$ cat config.mk
export PLATFORM = sky130hd
export DESIGN_NAME = func_call_dispatcher
export DESIGN_NICKNAME = d
export VERILOG_FILES = /design/src/rtl/func_call_dispatcher.sv
export SDC_FILE = /design/constraint.sdc
export NUM_CORES = 1
export LEC_CHECK = 0
export ABC_CLOCK_PERIOD_IN_PS = 4070
export CAP_MARGIN = 20
export CORE_AREA = 2 2 691 693
export CTS_BUF_LIST = sky130_fd_sc_hd__clkbuf_4
export DETAILED_ROUTE_END_ITERATION = 10
export DIE_AREA = 0 0 693 695
export PLACE_DENSITY = 0.33
export SLEW_MARGIN = 25
export SYNTH_ARGS = -nofsm -noshare
export SYNTH_HDL_FRONTEND = slang
export SYNTH_SLANG_ARGS = --single-unit
$ cat constraint.sdc
create_clock -name clk -period 4.07 [get_ports clk]
set_clock_uncertainty 0.2 [all_clocks]
set_input_delay 0.814 -clock clk [delete_from_list [all_inputs] [get_ports clk]]
set_output_delay 0.814 -clock clk [all_outputs]
set_load 0.02 [all_outputs]
$ cat src/rtl/func_call_dispatcher.sv
// func_call_dispatcher
//   Shares INST_NUM identical HLS function instances among REQ_NUM requesters.
//   At most one call is accepted per cycle (round-robin over requesters) and
//   placed on the lowest-index idle instance. The instance's return value is
//   routed back to the requester that issued the call.
// Ports
//   clk, rstn        clock, synchronous active-low reset
//   req_valid/ready  call handshake per requester (req_ready one-hot or zero)
//   req_args         packed arguments, requester r at [r*ARG_NUM*ARG_W +: ARG_NUM*ARG_W]
//   ret_valid/ready  return handshake per requester
//   ret_data         return value per requester, RET_DW bits each
//   inst_ap_start    HLS start per instance
//   inst_args        registered arguments per instance
//   inst_ap_ready    instance has taken its arguments
//   inst_ap_done     instance finished, inst_ap_return valid
module func_call_dispatcher #(
  parameter int REQ_NUM  = 4,
  parameter int INST_NUM = 2,
  parameter int ARG_NUM  = 8,
  parameter int ARG_W    = 32,
  parameter int RET_DW   = 32
) (
  input  logic                           clk,
  input  logic                           rstn,
  input  logic [REQ_NUM-1:0]             req_valid,
  output logic [REQ_NUM-1:0]             req_ready,
  input  logic [REQ_NUM*ARG_NUM*ARG_W-1:0]  req_args,
  output logic [REQ_NUM-1:0]             ret_valid,
  output logic [REQ_NUM*RET_DW-1:0]      ret_data,
  input  logic [REQ_NUM-1:0]             ret_ready,
  output logic [INST_NUM-1:0]            inst_ap_start,
  output logic [INST_NUM*ARG_NUM*ARG_W-1:0] inst_args,
  input  logic [INST_NUM-1:0]            inst_ap_ready,
  input  logic [INST_NUM-1:0]            inst_ap_done,
  input  logic [INST_NUM*RET_DW-1:0]     inst_ap_return
);

  localparam int          AW    = ARG_NUM * ARG_W;
  localparam int          RW    = (REQ_NUM > 1) ? $clog2(REQ_NUM) : 1;
  localparam int unsigned REQ_U = REQ_NUM;

  typedef enum logic [1:0] {S_IDLE, S_START, S_BUSY, S_RETURN} state_t;

  state_t              state     [INST_NUM];
  state_t              state_nxt [INST_NUM];
  logic [RW-1:0]       owner     [INST_NUM];
  logic [RET_DW-1:0]   ret_reg   [INST_NUM];

  logic [INST_NUM-1:0] capture;
  logic [INST_NUM-1:0] inst_pick;
  logic                inst_found;
  logic [REQ_NUM-1:0]  busy;
  logic [REQ_NUM-1:0]  eligible;
  logic [RW-1:0]       rr_ptr;
  logic [RW-1:0]       winner;
  logic                win_found;
  logic                grant;
  int unsigned         scan_idx;

  // Requester arbitration and instance selection
  always_comb begin
    eligible   = req_valid & ~busy;
    win_found  = 1'b0;
    winner     = '0;
    scan_idx   = 0;
    inst_found = 1'b0;
    inst_pick  = '0;
    for (int unsigned j = 0; j < REQ_U; j++) begin
      scan_idx = (int'(rr_ptr) + j) % REQ_U;
      if (!win_found && eligible[scan_idx]) begin
        win_found = 1'b1;
        winner    = RW'(scan_idx);
      end
    end
    // Only instances already IDLE at the start of the cycle are grantable,
    // so a RETURN->IDLE transition cannot be re-granted in the same cycle.
    for (int unsigned k = 0; k < INST_NUM; k++) begin
      if (!inst_found && state[k] == S_IDLE) begin
        inst_found   = 1'b1;
        inst_pick[k] = 1'b1;
      end
    end
    grant     = rstn & win_found & inst_found;
    req_ready = '0;
    if (grant) req_ready[winner] = 1'b1;
  end

  // Instance FSM next state
  always_comb begin
    for (int unsigned k = 0; k < INST_NUM; k++) begin
      state_nxt[k] = state[k];
      capture[k]   = 1'b0;
      case (state[k])
        S_IDLE:   if (grant && inst_pick[k]) state_nxt[k] = S_START;
        S_START:  if (inst_ap_ready[k]) begin
                    if (inst_ap_done[k]) begin
                      state_nxt[k] = S_RETURN;
                      capture[k]   = 1'b1;
                    end else begin
                      state_nxt[k] = S_BUSY;
                    end
                  end
        S_BUSY:   if (inst_ap_done[k]) begin
                    state_nxt[k] = S_RETURN;
                    capture[k]   = 1'b1;
                  end
        S_RETURN: if (ret_ready[owner[k]]) state_nxt[k] = S_IDLE;
        default:  state_nxt[k] = S_IDLE;
      endcase
    end
  end

  // Outputs: each requester owns at most one instance, so the return mux
  // never sees two instances driving the same requester.
  always_comb begin
    inst_ap_start = '0;
    ret_valid     = '0;
    ret_data      = '0;
    for (int unsigned k = 0; k < INST_NUM; k++) begin
      inst_ap_start[k] = (state[k] == S_START);
      if (state[k] == S_RETURN) begin
        ret_valid[owner[k]]                  = 1'b1;
        ret_data[owner[k]*RET_DW +: RET_DW] = ret_reg[k];
      end
    end
  end

  always_ff @(posedge clk) begin
    if (!rstn) begin
      for (int unsigned k = 0; k < INST_NUM; k++) state[k] <= S_IDLE;
    end else begin
      for (int unsigned k = 0; k < INST_NUM; k++) state[k] <= state_nxt[k];
    end
  end

  always_ff @(posedge clk) begin
    if (!rstn) begin
      busy      <= '0;
      rr_ptr    <= '0;
      inst_args <= '0;
      for (int unsigned k = 0; k < INST_NUM; k++) begin
        owner[k]   <= '0;
        ret_reg[k] <= '0;
      end
    end else begin
      for (int unsigned k = 0; k < INST_NUM; k++) begin
        if (grant && inst_pick[k]) begin
          owner[k]               <= winner;
          inst_args[k*AW +: AW]  <= req_args[winner*AW +: AW];
        end
        if (capture[k]) ret_reg[k] <= inst_ap_return[k*RET_DW +: RET_DW];
      end
      for (int unsigned r = 0; r < REQ_U; r++) begin
        if (req_ready[r])                    busy[r] <= 1'b1;
        else if (ret_valid[r] && ret_ready[r]) busy[r] <= 1'b0;
      end
      if (grant) rr_ptr <= (winner == RW'(REQ_NUM - 1)) ? '0 : winner + 1'b1;
    end
  end

  // ap_done outside BUSY (or START with ready) is a protocol error; it is ignored.
  always_ff @(posedge clk) begin
    if (rstn) begin
      for (int unsigned k = 0; k < INST_NUM; k++) begin
        assert (!(inst_ap_done[k] &&
                  (state[k] == S_IDLE || (state[k] == S_START && !inst_ap_ready[k]))))
          else $error("func_call_dispatcher: ap_done on instance %0d without an accepted call", k);
      end
    end
  end

endmodule
# [Yosys cells after proc, flatten, opt, wreduce, memory -nomap -nowiden]
# Memory sizes are Yosys's and may differ from the RTL's.
# Cells that the tools add are included.
[classes] n_reduce_logical=23 add_sub_neg=6 shifts=5 n_lt_le_gt_ge=10 muxes=82 n_eq_ne=7 bitwise=12
[op_table] cell="1024-bit by 11-bit variable part select with 256-bit output" n=1
[op_table] cell="128-bit 2-to-1 mux" n=2
[op_table] cell="32-bit by 34-bit variable shift with 128-bit output (first input constant)" n=2
[op_table] cell="32-bit by 34-bit variable part select with 128-bit output" n=2
[op_table] cell="128-bit AND" n=1
[op_table] cell="128-bit bitwise mux" n=1
[op_table] cell="7-bit negator with 34-bit output" n=2
[op_table] cell="32-bit 2-to-1 mux" n=2
[op_table] cell="1-bit 2-to-1 mux" n=44
[op_table] cell="2-bit 2-to-1 mux" n=17
[op_table] cell="2-bit by 3-bit < comparator with 1-bit output (second input constant)" n=7
[op_table] cell="2-bit case mux with 4 select lines" n=2
[op_table] cell="1-bit logical AND" n=13
[op_table] cell="1-bit binary-select mux with 2-bit select" n=6
[op_table] cell="4-bit 2-to-1 mux" n=3
[op_table] cell="2-bit equality test (second input constant)" n=5
[op_table] cell="2-bit nonzero test" n=4
[op_table] cell="1-bit demux with 2-bit select" n=3
[op_table] cell="2-bit by 1-bit greater-or-equal comparator with 1-bit output (second input constant)" n=3
[op_table] cell="1-bit bitwise OR" n=6
[op_table] cell="2-bit by 1-bit adder with 2-bit output (second input constant)" n=2
[op_table] cell="2-bit adder (second input constant)" n=2
[op_table] cell="4-bit AND" n=1
[op_table] cell="2-bit by 1-bit equality test with 1-bit output (second input constant)" n=2
[op_table] cell="6 further kinds" n=12
[totals] word_cells=155 n_memories=3 regBits=518 input_bits=1102 ram_bits=72
[mem_list] name="ret_reg" depth=2 word_bits=32 rd=2 rd_clocked_by_memory_dff=0 write_ports=2 line="47" source="logic [RET_DW-1:0] ret_reg [INST_NUM];"
[mem_list] name="owner" depth=2 word_bits=2 rd=2 rd_clocked_by_memory_dff=0 write_ports=2 line="46" source="logic [RW-1:0] owner [INST_NUM];"
[mem_list] name="state" depth=2 word_bits=2 rd=2 rd_clocked_by_memory_dff=0 write_ports=2 line="44" source="state_t state [INST_NUM];"

# [Logic depth before layout (Yosys ltp)]
[logic_depth] depth_word=21 depth_mapped=9 ltp_nobuf=7

# [Least setup slack after synthesis]
# OpenSTA, ideal clock, no wires.
[synth_path] path_kind="input-to-reg" start="input port inst_ap_ready[0]" end="memory ret_reg[0][0] (enable)" cell_stages=2 n_path_buf=0 setup_time_ps=466 required_ps=3404 t_arrival_ps=3186 setup_slack_ps=218 cell_sequence="a21oi_1 o21ai_0"
[synth_rtl] element="from (decl)" line="33" source="input logic [INST_NUM-1:0] inst_ap_ready,"
[synth_rtl] element="to (decl)" line="47"

==> impl_metrics.json <==
{
  "outcome": "complete, but fails checks",
  "violations": "setup timing",
  "synthCells": 3104,
  "p_int_uw": 21300,
  "numClockSinks": 590,
  "final_common_cell": "clkdlybuf4s50_1",
  "dpl.cell_count": 11003,
  "synth-main-ff-cell": "dfxtp_1",
  "boundaryPins": 1752,
  "seq_area_frac_synth": 0.412,
  "wire_per_inst_um": 33.7,
  "comb_power_share": 0.577,
  "ant_nets": 0,
  "viasPerCell": 3.61,
  "drc": 0,
  "use_met1": 0.194,
  "worst_slack_ns": -0.344,
  "tritoncts": "done",
  "dr.pass1.iters": 5,
  "startpoint_type": "flip-flop",
  "async_reset_ff_frac": 0,
  "die_w_um": 693,
  "powerDensity_nw_per_um2": 568,
  "dieHeight_um": 695,
  "maxCapViolations": 0,
  "clkSlewWorstSetupHoldPaths_ns": 0.06,
  "rows": 253,
  "syn-cell-area_um2": 30300,
  "portBuffers": 1751,
  "stdcell_count": 12387,
  "drt_iter0_markers": 3945,
  "largest_reg_flops": 512,
  "yosys_warnings": 0,
  "worst_pin_slew_ns": 0.985,
  "fin_crit_ns": 4.41,
  "htree_num_levels": 4,
  "clock_path_buffers": 4,
  "vias": 44680,
  "fmax_mhz": 227,
  "grt_max_degree": 86,
  "clk_latency_ns": 1.40,
  "p_leak_uw": 0.0252,
  "dieArea_um2": 482000,
  "syn-num-nets": 4232,
  "globalRouteOverflowTotal": 0,
  "cts-root-buf": "clkbuf_4",
  "cp_max_fo": 8,
  "gp_congestion": 0.984,
  "wl_mm": 418,
  "layout.nets": 7004,
  "initial_core_util": 0.0639,
  "rrSetupSlack_ns": 0.02,
  "antenna_found_initial": 324,
  "syn_to_final_growth_pct": 132,
  "dp_hpwl_mm": 350,
  "p_seq_frac": 0.249,
  "grt_pass1_vias": 44777,
  "synth-edff-count": 68,
  "cts_buffers": 205,
  "vdd.ir_drop.worst_uv": 279,
  "fillers": 53395,
  "drv_slew": 0,
  "p_clk_frac": 0.174,
  "grt_util_met2": 0.272,
  "min_period_over_period": 1.08,
  "dp_slack_ns": -0.332,
  "hp-class": "input pin to flip-flop",
  "switchingPower_uw": 18700,
  "cp-end-kind": "output pin",
  "swShare": 0.468,
  "crit_type": "flip-flop to output pin",
  "busiest_layer": "met2",
  "netlist-cell-type-count": 56,
  "avgSynthCellArea_um2": 9.76,
  "layout_common_cells": "clkdlybuf4s50_1, dlygate4sd3_1, a21oi_1, dfxtp_1, a221o_1",
  "ys_seq_elements": 590,
  "rsz0062_at_grt": "true",
  "hold_viol_final": 0,
  "relSlewSlack": 0.341,
  "critPathArrivalTime_ns": 3.40,
  "drive_above_1_share": 0.161,
  "critical_path_required_ns": 3.06,
  "worst_hold_slack_ns": 0.243,
  "grt_pass1_wl_mm": 517,
  "grtUsageMet3": 0.0636,
  "core_um2": 474000,
  "setup_violations": 132,
  "grtUsageTotal": 0.165
}
through the flow:
stage / area, um2 / TNS [ns] / util / power, uW
floorplan: 30300 / 0 / - / 18100
global placement: 57500 / -43.94 / 0.121 / 31300
detailed placement: 57500 / -27.91 / 0.121 / 31300
CTS: 69800 / -58.34 / 0.147 / 40500
global route: 70200 / -63.14 / 0.148 / 41800
finish: 70300 / -30.51 / 0.148 / 40000
timing repair:
item,in CTS,in global routing
pin swaps,16,38
endpoints found under the setup margin,149,170
setup buffers,42,12
hold buffers,850,0
hold endpoints to repair,544,0
cloned,13,4
resized for setup,753,83
layer usage:
metal	part of all wire	up-vias
li1	-	18525
met1	0.40	22407
met2	0.46	2798
met3	0.092	822
met4	0.038	128
met5	0.0020	-
cell usage after synthesis (9+ instances only):
cell type    n  area, um2
buf_2      174        871
a221o_1    512       5120
inv_1       18       67.6
a22o_1     132       1160
ha_1        26        325
buf_1       12       45.0
clkbuf_1   192        721
edfxtp_1    68       2040
nand2_1      9       33.8
and3_1      64        400
nand4_1    256       1600
mux2_1     191       2150
dfxtp_1    522      10500
nor2_1      12       45.0
o21ai_1     16       80.1
mux2_2      65        732
o21ai_0    246       1230
a21oi_1    515       2580
layout make-up:
type                            count  area [um2]  area share
Clock buffer                      290        2180      0.0310
Timing Repair Buffer             2947       30400       0.432
Clock inverter                     61         322     0.00457
Sequential cell                   590       12500       0.178
Inverter                           18        75.1     0.00107
Antenna cell                      120         300     0.00427
Multi-Input combinational cell   2114       16700       0.238
Tap cell                         6247        7820       0.111
critical path: stages (launching register included):
cell and delay, ns:
edfxtp_1 0.49, inv_2 0.16, ha_4 0.22, nand4b_1 0.24, nor2_4 0.15, buf_12 0.14, buf_12 0.12, buf_16 0.14
a22o_4 0.19, buf_12 0.13
worst paths after layout:
check                 start             end  cells past startpoint
max reg2reg         busy[0]  inst_args[478]                     11
min           req_args[729]  inst_args[473]                      3
max             owner[0][3]     ret_data[9]                      9
min reg2reg  inst_args[275]  inst_args[275]                      1
power groups by stage:
stage          logic [uW]  clock network (uW)  registers [uW]
3_5_place_dp        21400                   0            9960
3_3_place_gp        21300                   0            9980
2_1_floorplan        6540                   0           11600
5_1_grt             24100                7540           10100
6_report            23100                6950            9940
4_1_cts             23300                7320            9910
logic make-up after synthesis:
kind of cell / Yosys count / synth area share
flops: 590 / 0.412
buf+inv: 400 / 0.0573
mux: 258 / 0.0967
compound gates: 1455 / 0.346
simple gates: 375 / 0.0765
fa+ha+maj: 26 / 0.0107
(Power assumes the default switching activity.)
